$ cat src/rtl/mult_arb_pkg.sv
// Shared types and defaults for the multiplier-sharing arbiter.
package mult_arb_pkg;

  typedef enum logic [2:0] {
    IDLE,
    LAUNCH,
    SETTLE_W,
    RUN_W,
    RESP
  } arb_state_e;

  localparam int unsigned SETTLE_DEF  = 2;
  localparam int unsigned TIMEOUT_DEF = 64;

endpackage

$ cat src/rtl/mult_share_arbiter_rr_pick.sv
// Combinational round-robin selector: first set request at or after ptr,
// wrapping modulo NREQ.
module rr_pick #(
  parameter int NREQ = 2,
  parameter int IW   = (NREQ > 1) ? $clog2(NREQ) : 1
) (
  input  logic [NREQ-1:0] req,
  input  logic [IW-1:0]   ptr,
  output logic [NREQ-1:0] gnt,
  output logic [IW-1:0]   idx,
  output logic            any
);

  int unsigned j;

  // Scan NREQ slots starting at ptr; the first hit wins.
  always_comb begin
    gnt = '0;
    idx = '0;
    any = 1'b0;
    j   = 0;
    for (int unsigned i = 0; i < NREQ; i++) begin
      j = (int'(ptr) + i) % NREQ;
      if (!any && req[j]) begin
        any    = 1'b1;
        idx    = IW'(j);
        gnt[j] = 1'b1;
      end
    end
  end

endmodule

$ cat src/rtl/mult_share_arbiter.sv
// Round-robin arbiter/sequencer sharing one sequential multiplier among
// NREQ requesters; applies the sign flag to the magnitude product.
module mult_share_arbiter
  import mult_arb_pkg::*;
#(
  parameter int NBits   = 8,
  parameter int N2Bits  = 2 * NBits,
  parameter int NREQ    = 2,
  parameter int SETTLE  = SETTLE_DEF,
  parameter int TIMEOUT = TIMEOUT_DEF
) (
  input  logic                   clk,
  input  logic                   reset,
  input  logic [NREQ-1:0]        req_valid,
  input  logic [NREQ*NBits-1:0]  req_multiplier,
  input  logic [NREQ*NBits-1:0]  req_multiplicand,
  output logic [NREQ-1:0]        req_grant,
  output logic [NREQ-1:0]        rsp_valid,
  output logic [N2Bits-1:0]      rsp_product,
  output logic                   rsp_error,
  output logic                   busy,
  output logic                   mul_start,
  output logic [NBits-1:0]       mul_multiplier,
  output logic [NBits-1:0]       mul_multiplicand,
  input  logic [N2Bits-1:0]      mul_product,
  input  logic                   mul_ready,
  input  logic                   mul_sign
);

  localparam int IW   = (NREQ > 1) ? $clog2(NREQ) : 1;
  localparam int CMAX = (SETTLE > TIMEOUT) ? SETTLE : TIMEOUT;
  localparam int CW   = (CMAX > 2) ? $clog2(CMAX) : 1;

  arb_state_e         state_q, state_d;
  logic [CW-1:0]      cnt_q, cnt_d;
  logic [IW-1:0]      sel_q, sel_d;
  logic [IW-1:0]      ptr_q, ptr_d;
  logic [NBits-1:0]   mplier_q, mplier_d;
  logic [NBits-1:0]   mcand_q, mcand_d;
  logic [N2Bits-1:0]  res_q, res_d;
  logic               err_q, err_d;

  logic [NREQ-1:0]    pick_gnt;
  logic [IW-1:0]      pick_idx;
  logic               pick_any;

  rr_pick #(
    .NREQ (NREQ),
    .IW   (IW)
  ) u_pick (
    .req (req_valid),
    .ptr (ptr_q),
    .gnt (pick_gnt),
    .idx (pick_idx),
    .any (pick_any)
  );

  assign mul_multiplier   = mplier_q;
  assign mul_multiplicand = mcand_q;

  // State and datapath registers.
  always_ff @(posedge clk or negedge reset) begin
    if (!reset) begin
      state_q  <= IDLE;
      cnt_q    <= '0;
      sel_q    <= '0;
      ptr_q    <= '0;
      mplier_q <= '0;
      mcand_q  <= '0;
      res_q    <= '0;
      err_q    <= 1'b0;
    end else begin
      state_q  <= state_d;
      cnt_q    <= cnt_d;
      sel_q    <= sel_d;
      ptr_q    <= ptr_d;
      mplier_q <= mplier_d;
      mcand_q  <= mcand_d;
      res_q    <= res_d;
      err_q    <= err_d;
    end
  end

  // Next-state logic and outputs. Grant is gated by reset so every output
  // reads 0 while reset is held, even with requests pending.
  always_comb begin
    state_d     = state_q;
    cnt_d       = cnt_q;
    sel_d       = sel_q;
    ptr_d       = ptr_q;
    mplier_d    = mplier_q;
    mcand_d     = mcand_q;
    res_d       = res_q;
    err_d       = err_q;
    req_grant   = '0;
    rsp_valid   = '0;
    rsp_product = '0;
    rsp_error   = 1'b0;
    mul_start   = 1'b0;
    busy        = (state_q != IDLE);

    case (state_q)
      IDLE: begin
        if (pick_any && reset) begin
          req_grant = pick_gnt;
          sel_d     = pick_idx;
          mplier_d  = req_multiplier[pick_idx*NBits +: NBits];
          mcand_d   = req_multiplicand[pick_idx*NBits +: NBits];
          state_d   = LAUNCH;
        end
      end
      LAUNCH: begin
        mul_start = 1'b1;
        cnt_d     = CW'(SETTLE - 1);
        state_d   = SETTLE_W;
      end
      SETTLE_W: begin
        if (cnt_q == '0) begin
          cnt_d   = CW'(TIMEOUT - 1);
          state_d = RUN_W;
        end else begin
          cnt_d = cnt_q - 1'b1;
        end
      end
      RUN_W: begin
        if (mul_ready) begin
          res_d   = (mul_sign && (mul_product != '0)) ? (~mul_product + 1'b1) : mul_product;
          err_d   = 1'b0;
          state_d = RESP;
        end else if (cnt_q == '0) begin
          res_d   = '0;
          err_d   = 1'b1;
          state_d = RESP;
        end else begin
          cnt_d = cnt_q - 1'b1;
        end
      end
      RESP: begin
        rsp_valid[sel_q] = 1'b1;
        rsp_product      = res_q;
        rsp_error        = err_q;
        ptr_d            = (sel_q == IW'(NREQ - 1)) ? '0 : sel_q + 1'b1;
        mplier_d         = '0;
        mcand_d          = '0;
        cnt_d            = '0;
        state_d          = IDLE;
      end
      default: state_d = IDLE;
    endcase
  end

endmodule

$ cat config.mk
export PLATFORM = sky130hd
export DESIGN_NAME = mult_share_arbiter
export DESIGN_NICKNAME = d
export VERILOG_FILES = /design/src/rtl/mult_arb_pkg.sv /design/src/rtl/mult_share_arbiter_rr_pick.sv /design/src/rtl/mult_share_arbiter.sv
export SDC_FILE = /design/constraint.sdc
export NUM_CORES = 1
export LEC_CHECK = 0
export CELL_PAD_IN_SITES_DETAIL_PLACEMENT = 0
export CELL_PAD_IN_SITES_GLOBAL_PLACEMENT = 1
export CORE_MARGIN = 3
export CORE_UTILIZATION = 30
export DETAILED_ROUTE_END_ITERATION = 8
export GPL_TIMING_DRIVEN = 0
export MAX_ROUTING_LAYER = met4
export PLACE_DENSITY_LB_ADDON = 0.12
export SYNTH_ARGS = -nofsm -noshare
export SYNTH_HDL_FRONTEND = slang
export SYNTH_SLANG_ARGS = --single-unit
$ cat constraint.sdc
create_clock -name clk -period 1.7 [get_ports clk]
set_input_delay 0.34 -clock clk [delete_from_list [all_inputs] [get_ports clk]]
set_output_delay 0.34 -clock clk [all_outputs]
set_load 0.05 [all_outputs]
==> reports/metrics.cfg, run 1 <==
[place]
port_buffers = 92
gp_congestion = 0.796
place_inst = 479
dpl.hpwl_um = 5730
dp_slack_ns = -1.25
placed_cell_area_um2 = 3770

[clock_network]
clockBufferDepth = 2
cts_tree = done
insertion_delay_ns = 0.30
cts-root-buf = clkbuf_8
clkSinkCount = 44
clkTransAtPathRegs_ns = 0.08
htreeDepth = 2
numCtsBuffers = 5

[layout]
nNetsFinal = 470
final_cell_mix = dfrtp_1, clkdlybuf4s50_1, buf_4
drive_above_1_share_pct = 32.6
num_antenna_cells = 0
fin_cells = 519
syn_to_final_growth_pct = 70.7
final_area_um2 = 4470
layout_commonest_cell = dfrtp_1
utilization_pct = 53.6

[critical_path]
cpPeakStageDelay_ns = 0.45
crit_type = register to output port
crit_path_cell_trace = nor2_4, nand2_4, or2_4, nor2_4, buf_8
start_kind = register
critPathTopFamily = simple AND/OR/NAND/NOR gates
cp.depth = 5
endpoint_kind = output port
cp.arrival_ns = 1.56
crit_required_ns = 1.36
critical_path.n_buffers_inverters = 1
crit_path_frequent_cell = nor2_4
cp_max_fo = 4
cpMaxStageDelayCell = dfrtp_2
ff2ff_path_depth = 8

[synth]
synth_top_family_by_area = simple AND/OR/NAND/NOR gates
async_reset_ff_share_pct = 100
ys_types = 54
synth_area_um2 = 2620
synth.avg_cell_area_um2 = 9.31
synth.mux.area_fraction_pct = 6.12
seq_area_frac_synth_pct = 42.1
synth_seq_cells = 44
yosys.area_share.simple_pct = 23.0
synth_compound_area_share_pct = 18.7
synth.net_count = 338
synth_cells = 281
yosysWarnings = 0
synthAdderAreaFrac_pct = 1.43
synth_edf_count = 0
synth_xor_area_share_pct = 4.35
ys.flop_type = dfrtp_1

[hold_path]
min_path_type = input port to async pin

[floorplanning]
start_util_pct = 31.4
die_w_um = 99.4
rows = 33
core_um2 = 8340
dieArea_um2 = 9880
dieHeight_um = 99.4
io_pins = 93

[timing]
max-slew-margin-rel_pct = 59.9
setup_viol = 24
clock.fmax_mhz = 526
clock_skew_ns = 0.00541
drv_slew = 0
rsz0062_at_grt = yes
fin_crit_sh_pct = 112
worst_slack_ns = -0.200
hold_violations = 0
worst_pin_slew_ns = 0.599
min_period_ns = 1.90

[drt]
vias = 2572
viasPerCell = 4.96
detail-route-antenna-nets = 0
drc_errors = 0
post_drt_wl_per_cell_um = 15.3
dr.pass1.iters = 4
drtIter0Drc = 78
routed_wl_um = 7930

[global_routing]
use_met1_pct = 20.5
grt_use_met3_pct = 3.30
grt_overflow = 0
grt_pass1_vias = 2566
grt_start_max_net_pins = 33
antenna_found_initial = 0
grt_use_met2_pct = 28.4
grt_usage_pct = 16.7
grt_pass1_wl_um = 12800
grt_busiest_layer = met2

[outcome]
outcome = finished, violations left
violations = negative setup slack

[run]
drv_cap = 0

[power_and_ir_drop]
peakVddDrop_uv = 514
p_leak_nw = 1.96
p_per_area_nw_per_um2 = 1490

==> metal layers <==
metal	vias up	share of wire, %
met1	1214	43
met2	61	51
met3	7	4.4
li1	1290	-
met5	-	0
met4	0	1.2
==> path summary, 6_finish.rpt <==
| path | startpoint | to | slack (ns) |
|---|---|---|---|
| worst max-delay path | state_q[0]$_DFFE_PN0P_ | req_grant[1] | -0.20 |
| worst min-delay path | reset | mul_multiplier[6]$_DFFE_PN0P_ | 0.07 |
| worst max register to register | state_q[1]$_DFFE_PN0P_ | cnt_q[0]$_DFFE_PN0P_ | -0.02 |
| worst min register to register | res_q[4]$_DFFE_PN0P_ | res_q[4]$_DFFE_PN0P_ | 0.49 |
| max in group asynchronous | reset | err_q$_DFFE_PN0P_ | 0.71 |
| min in group clk | mul_product[0] | res_q[0]$_DFFE_PN0P_ | 0.38 |
==> Yosys cell counts, types with 4 or more instances <==
| master | n | area share, % |
|---|---|---|
| o21ai_1 | 14 | 2.7 |
| nand3_1 | 6 | 1.1 |
| clkbuf_1 | 9 | 1.3 |
| nand2_1 | 24 | 3.4 |
| dfrtp_1 | 44 | 42 |
| nor2_1 | 27 | 3.9 |
| a21oi_1 | 6 | 1.1 |
| a21o_1 | 4 | 1.1 |
| xor2_1 | 12 | 4.0 |
| a31oi_1 | 4 | 0.96 |
| and3_1 | 20 | 4.8 |
| o21ai_0 | 10 | 1.9 |
| a211oi_1 | 18 | 5.2 |
| buf_4 | 5 | 1.4 |
| mux2i_1 | 16 | 6.1 |
| inv_1 | 6 | 0.86 |
==> power breakdown <==
part | internal, W | switching, W
clock | 0.000331 | 0.000367
sequential | 0.00155 | 0.000336
combinational | 0.00171 | 0.00237
==> cells by family (layout without fill, tap and decap cells) <==
logic type,count (synthesis),after routing
simple gates,109,109
compound gates,72,72
flops,44,44
buf+inv,24,157
mux,16,16
xor+xnor,13,13
fa+ha+maj,3,3
==> tightest hold or removal path: stages <==
cell and delay, ns:
buf_4 0.10, buf_12 0.10, buf_12 0.19
==> state kept, by name, summed over array words and instances, names as in the netlist <==
name and cells:
err_q 1, mul_multiplicand 8, res_q 16, sel_q 1, state_q 3, ptr_q 1, mul_multiplier 8, cnt_q 6
==> layout make-up <==
type,count,area [um^2]
flip-flops and latches,44,1100
repair buffers,128,1290
inverters,7,28.8
fillers,787,3870
multi-input cells,213,1690
clock buffers,7,86.3
clock inverters,1,7.51
well taps,105,131
plain buffers,14,131
==> stage by stage <==
step	hold WS [ns]	setup TNS (ns)	power, W
after floorplan	0.0444	-0.334	0.00420
after global placement	0.460	-120.78	0.00527
after detailed placement	0.267	-33.76	0.00530
after CTS	0.0792	-4.98	0.00633
after global routing	0.0788	-6.49	0.00712
final	0.0689	-3.21	0.00666
==> timing repair <==
item                                   in CTS  in global routing
cloned                                      2                  0
setup buffers                              18                 13
pin swaps                                  11                 21
gates resized for setup                   243                 43
hold buffers                                2                  0
endpoints found under the hold margin      12                  0
setup endpoints to repair                  76                 58
No activity file was read; power rests on OpenSTA's default activity.
==> run 2: changes to the inputs <==
Settings changed: PLACE_DENSITY_LB_ADDON 0.12 to 0.1.
==> run 2 against run 1 <==
  * The flow still finishes with violations (negative setup slack)
  * Non-clock buffer count grew 9
  * Clock skew increased by 0.00081 ns
  * Count of clock-buffer cells in the layout fell by 1
  * Utilization is 1.3 points higher
  * Combinational power up 4%
  * Clock power fell by 10%
  * Via count up 4.9%
  * Sequential power about the same
  * Critical path type unchanged
  * Largest cell class unchanged
  * Largest power group unchanged
==> reports/metrics.cfg, run 2 (synthesis gave the netlist of run 1 again) <==
[drt]
routed_wl_um = 8470  ; +6.8%
drtIter0Drc = 75  ; -3.8%
post_drt_wl_per_cell_um = 16.0  ; +5.0%
drc_errors = 0  ; unchanged
dr.pass1.iters = 4  ; unchanged
viasPerCell = 5.11  ; +3.1%
vias = 2699  ; +4.9%
detail-route-antenna-nets = 0  ; unchanged

[floorplanning]
io_pins = 93  ; unchanged
dieHeight_um = 99.4  ; unchanged
dieArea_um2 = 9880  ; unchanged
core_um2 = 8340  ; unchanged
start_util_pct = 31.4  ; unchanged
rows = 33  ; unchanged
die_w_um = 99.4  ; unchanged

[global_routing]
antenna_found_initial = 0  ; unchanged
grt_start_max_net_pins = 25  ; -24%
grt_overflow = 0  ; unchanged
grt_pass1_wl_um = 13400  ; +4.3%
grt_usage_pct = 17.3  ; +0.59 points
grt_pass1_vias = 2715  ; +5.8%

[timing]
min_period_ns = 1.89  ; -0.0146 ns
fin_setup_tns_ns = -3.18  ; +0.0284 ns
hold_slack_ns = 0.0775  ; +0.00857 ns
rsz0062_at_grt = yes
worst_pin_slew_ns = 0.613  ; +0.0142 ns
clock.fmax_mhz = 530  ; +0.78%
fin_crit_sh_pct = 111  ; -0.86 points
clock_skew_ns = 0.00623  ; +0.000814 ns
setup_viol = 22  ; -8.3%
worst_slack_ns = -0.185  ; +0.0146 ns
drv_slew = 0  ; unchanged
max-slew-margin-rel_pct = 59.0  ; -0.95 points
hold_violations = 0  ; unchanged

[layout]
final_cell_mix = dfrtp_1, clkdlybuf4s50_1, buf_4
layout_commonest_cell = dfrtp_1
num_antenna_cells = 0  ; unchanged
fill_cells = 770  ; -2.2%
final_area_um2 = 4570  ; +2.4%
fin_cells = 528  ; +1.7%
drive_above_1_share_pct = 35.7  ; +3.1 points
syn_to_final_growth_pct = 74.8
largest_reg_flops = 16  ; unchanged
nNetsFinal = 480  ; +2.1%
largest-register = res_q
utilization_pct = 54.8  ; +1.3 points

[run]
drv_cap = 0  ; unchanged

[critical_path]
endpoint = rsp_product[6]
ff2ff_path_depth = 9  ; +1
r2r_setup_slack_ns = 0.06  ; +0.08 ns
endpoint_kind = output port
cp-startpoint = state_q[1]$_DFFE_PN0P_
cp.arrival_ns = 1.55  ; about the same
reg2reg_from = state_q[1]$_DFFE_PN0P_
crit_type = register to output port
crit-reg2reg-capture = mul_multiplicand[1]$_DFFE_PN0P_
cp_max_fo = 5  ; +1
crit_required_ns = 1.36  ; about the same
start_kind = register

[power_and_ir_drop]
p_per_area_nw_per_um2 = 1480  ; -1.1%
peakVddDrop_uv = 562  ; +9.3%
p_leak_nw = 2.06  ; +5.4%

[place]
placed_cell_area_um2 = 3770  ; unchanged
gp_congestion = 0.796  ; about the same
port_buffers = 92  ; unchanged
place_inst = 479  ; unchanged
dpl.hpwl_um = 5900  ; +2.9%

[clock_network]
htreeDepth = 2  ; unchanged
insertion_delay_ns = 0.29  ; about the same
clkSinkCount = 44  ; unchanged
clockBufferDepth = 2  ; unchanged
clkTransAtPathRegs_ns = 0.08  ; about the same
cts-root-buf = clkbuf_8
numCtsBuffers = 5  ; unchanged
cts_tree = done

[outcome]
outcome = finished, violations left
violations = negative setup slack

[hold_path]
min_path_type = input port to async pin

run 2: per-stage QoR:
step | worst slack [ns] | power, W
after floorplan | -0.0599 | 0.00420
after global placement | -3.28 | 0.00527
after detailed placement | -1.28 | 0.00532
after CTS | -0.269 | 0.00635
after global routing | -0.255 | 0.00722
final | -0.185 | 0.00675
run 2: area by class of cell:
type | instances | area, um^2 | area share, %
buffer | 14 | 138 | 3.01
clock buffer | 6 | 72.6 | 1.59
clock inverter | 1 | 5.00 | 0.109
inverter | 7 | 28.8 | 0.629
multi-input combinational | 214 | 1710 | 37.4
sequential | 44 | 1100 | 24.2
tap | 105 | 131 | 2.87
timing repair buffer | 137 | 1380 | 30.2
run 2: what timing repair did:
item                       4_1_cts  5_1_grt
hold endpoints to repair        13        0
setup buffers                   24       14
setup endpoints to repair       76       44
gates resized for setup        238       62
gates cloned                     3        1
hold buffers                     3        0
pin swaps                       12       25
run 2: worst min path at each step:
| stage | slack (ns) | endpoint |
|---|---|---|
| 5_1_grt | 0.08 | mul_multiplicand[6]$_DFFE_PN0P_ |
| 6_report | 0.08 | mul_multiplicand[2]$_DFFE_PN0P_ |
| 2_1_floorplan | 0.04 | cnt_q[0]$_DFFE_PN0P_ |
| 3_3_place_gp | 0.46 | res_q[0]$_DFFE_PN0P_ |
| 3_5_place_dp | 0.27 | mul_multiplicand[0]$_DFFE_PN0P_ |
| 4_1_cts | 0.08 | mul_multiplicand[6]$_DFFE_PN0P_ |
run 2: routing by layer:
metal	share of wire (%)	vias to the layer above	routed length [um]	GRT usage (%)
met5	0	-	0	-
met4	0.92	0	78	4.52
met3	4.8	6	404	3.09
met2	52	74	4420	29.4
met1	42	1306	3570	21.1
li1	-	1313	-	-
run 2: critical path, stage by stage (launching register included):
cell,delay [ns]
dfrtp_2,0.44
nor2_4,0.20
buf_8,0.14
clkbuf_16,0.13
and3_4,0.20
buf_8,0.14
run 2: report_power, final:
group / internal [W] / switching, W
Combinational: 0.00180 / 0.00243
Clock: 0.000280 / 0.000346
Sequential: 0.00155 / 0.000345
Total: 0.00363 / 0.00312
==> run 3: changes to the inputs <==
Settings changed: PLACE_DENSITY from default to 0.75, PLACE_DENSITY_LB_ADDON 0.1 to default.
==> run 3 against run 2 <==
  * The flow still finishes with violations (negative setup slack)
  * Count of clock-buffer cells in the layout fell by 1
  * First-iteration DRC count decreased by 23%
  * Utilization fell by 1.4 points
  * Final area down 2.6%
  * Critical path depth grew 1
  * Setup slack got worse by 0.074 ns
  * Sequential share of layout area up 0.62 points
  * Cell count shrank 2.8%
  * Critical path type unchanged
  * Largest power group unchanged
==> reports/metrics.cfg, run 3 (synthesis gave the netlist of run 1 again) <==
[outcome]
outcome = finished, violations left
violations = negative setup slack

[place]
placed_cell_area_um2 = 3770  ; unchanged
port_buffers = 92  ; unchanged
dp_slack_ns = -1.20  ; +0.0785 ns
gp_congestion = 0.798  ; +0.23%
dpl.hpwl_um = 5700  ; -3.4%

[layout]
syn_to_final_growth_pct = 70.3
largest_reg_flops = 16  ; unchanged
nNetsFinal = 465  ; -3.1%
final_area_um2 = 4450  ; -2.6%
drive_above_1_share_pct = 32.4  ; -3.3 points
layout_commonest_cell = dfrtp_1
largest-register = res_q
final_cell_mix = dfrtp_1, clkdlybuf4s50_1, nor2_1
utilization_pct = 53.4  ; -1.4 points
num_antenna_cells = 0  ; unchanged

[drt]
post_drt_wl_per_cell_um = 16.2  ; +1.3%
drc_errors = 0  ; unchanged
drtIter0Drc = 58  ; -23%
vias = 2621  ; -2.9%
dr.pass1.iters = 4  ; unchanged
detail-route-antenna-nets = 0  ; unchanged
routed_wl_um = 8340  ; -1.6%
viasPerCell = 5.11  ; about the same

[floorplanning]
io_pins = 93  ; unchanged
dieArea_um2 = 9880  ; unchanged
core_um2 = 8340  ; unchanged
dieHeight_um = 99.4  ; unchanged
rows = 33  ; unchanged
start_util_pct = 31.4  ; unchanged
die_w_um = 99.4  ; unchanged

[global_routing]
grt_usage_pct = 17.3  ; +0.031 points
antenna_found_initial = 0  ; unchanged
grt_pass1_wl_um = 13600  ; +1.2%
grt_pass1_vias = 2744  ; +1.1%
grt_overflow = 0  ; unchanged
grt_start_max_net_pins = 19  ; -24%

[clock_network]
htreeDepth = 2  ; unchanged
clkTransAtPathRegs_ns = 0.08  ; about the same
numCtsBuffers = 5  ; unchanged
clkSinkCount = 44  ; unchanged
cts-root-buf = clkbuf_8
insertion_delay_ns = 0.30  ; about the same
cts_tree = done
clockBufferDepth = 2  ; unchanged

[critical_path]
cp_max_fo = 5  ; unchanged
cp.arrival_ns = 1.62  ; +0.07 ns
endpoint_kind = output port
crit_required_ns = 1.36  ; about the same
crit_type = register to output port
start_kind = register
r2r_setup_slack_ns = 0.03  ; -0.03 ns

[timing]
worst_slack_ns = -0.259  ; -0.0737 ns
min_period_ns = 1.96  ; +0.0737 ns
rsz0062_at_grt = yes
clock.fmax_mhz = 510  ; -3.8%
clock_skew_ns = 0.00696  ; +0.000735 ns
fin_crit_sh_pct = 115  ; +4.3 points
setup_viol = 21  ; -4.5%
fin_setup_tns_ns = -4.34  ; -1.16 ns
max-slew-margin-rel_pct = 65.2  ; +6.2 points
drv_slew = 0  ; unchanged
hold_violations = 0  ; unchanged
worst_pin_slew_ns = 0.524  ; -0.0896 ns

[run]
drv_cap = 0  ; unchanged

[power_and_ir_drop]
p_per_area_nw_per_um2 = 1490  ; +0.84%
peakVddDrop_uv = 411  ; -27%
p_leak_nw = 1.97  ; -4.7%
finalPower_w = 0.00663  ; -1.8%

[hold_path]
min_path_type = input port to async pin

-- run 3: repair_timing --
action | in CTS | in global routing
hold endpoints to repair | 9 | 0
buffers inserted | 16 | 9
pin swaps | 11 | 12
resized for setup | 234 | 63
hold buffers | 1 | 0
cloned | 3 | 1
endpoints found under the setup margin | 73 | 60
-- run 3: power by group --
part,switching [W],leakage [nW],total (W),internal (W)
logic,0.00241,1.39,0.00409,0.00168
registers,0.000335,0.535,0.00188,0.00155
clock network,0.000376,0.0400,0.000655,0.000279
-- run 3: final timing paths --
path,from,end,depth (start not counted)
worst max-delay path,state_q[0]$_DFFE_PN0P_,rsp_product[8],6
worst min-delay path,reset,state_q[1]$_DFFE_PN0P_,2
worst max register to register,cnt_q[0]$_DFFE_PN0P_,cnt_q[1]$_DFFE_PN0P_,7
worst min register to register,res_q[2]$_DFFE_PN0P_,res_q[2]$_DFFE_PN0P_,2
max in group asynchronous,reset,mul_multiplier[3]$_DFFE_PN0P_,2
min in group clk,mul_product[0],res_q[0]$_DFFE_PN0P_,4
-- run 3: through the flow --
step / std cells / hold WS [ns]
final: 513 / 0.0219
after global routing: 513 / 0.0136
after CTS: 505 / 0.0111
after detailed placement: 479 / 0.228
after global placement: 478 / 0.460
after floorplan: 281 / 0.0444
-- run 3: per-layer routing --
| metal | global-route usage (%) | part of all wire [%] | vias to the layer above |
|---|---|---|---|
| li1 | - | - | 1284 |
| met1 | 21.9 | 45 | 1254 |
| met2 | 29.0 | 50 | 76 |
| met3 | 2.52 | 4.1 | 7 |
| met4 | 4.41 | 1.2 | 0 |
| met5 | - | 0 | - |
-- run 3: area by class of cell --
type	instances	area, um^2
Multi-Input combinational cell	213	1690
Inverter	7	28.8
Clock inverter	2	12.5
Timing Repair Buffer	122	1280
Sequential cell	44	1100
Clock buffer	5	68.8
Fill cell	762	3890
Buffer	15	146
Tap cell	105	131
-- run 3: critical path, cell delays in order (launching register included) --
cell and delay (ns):
dfrtp_1 0.38, buf_6 0.13, nor2_4 0.17, buf_8 0.16, clkbuf_16 0.14, and3_4 0.20, buf_8 0.15
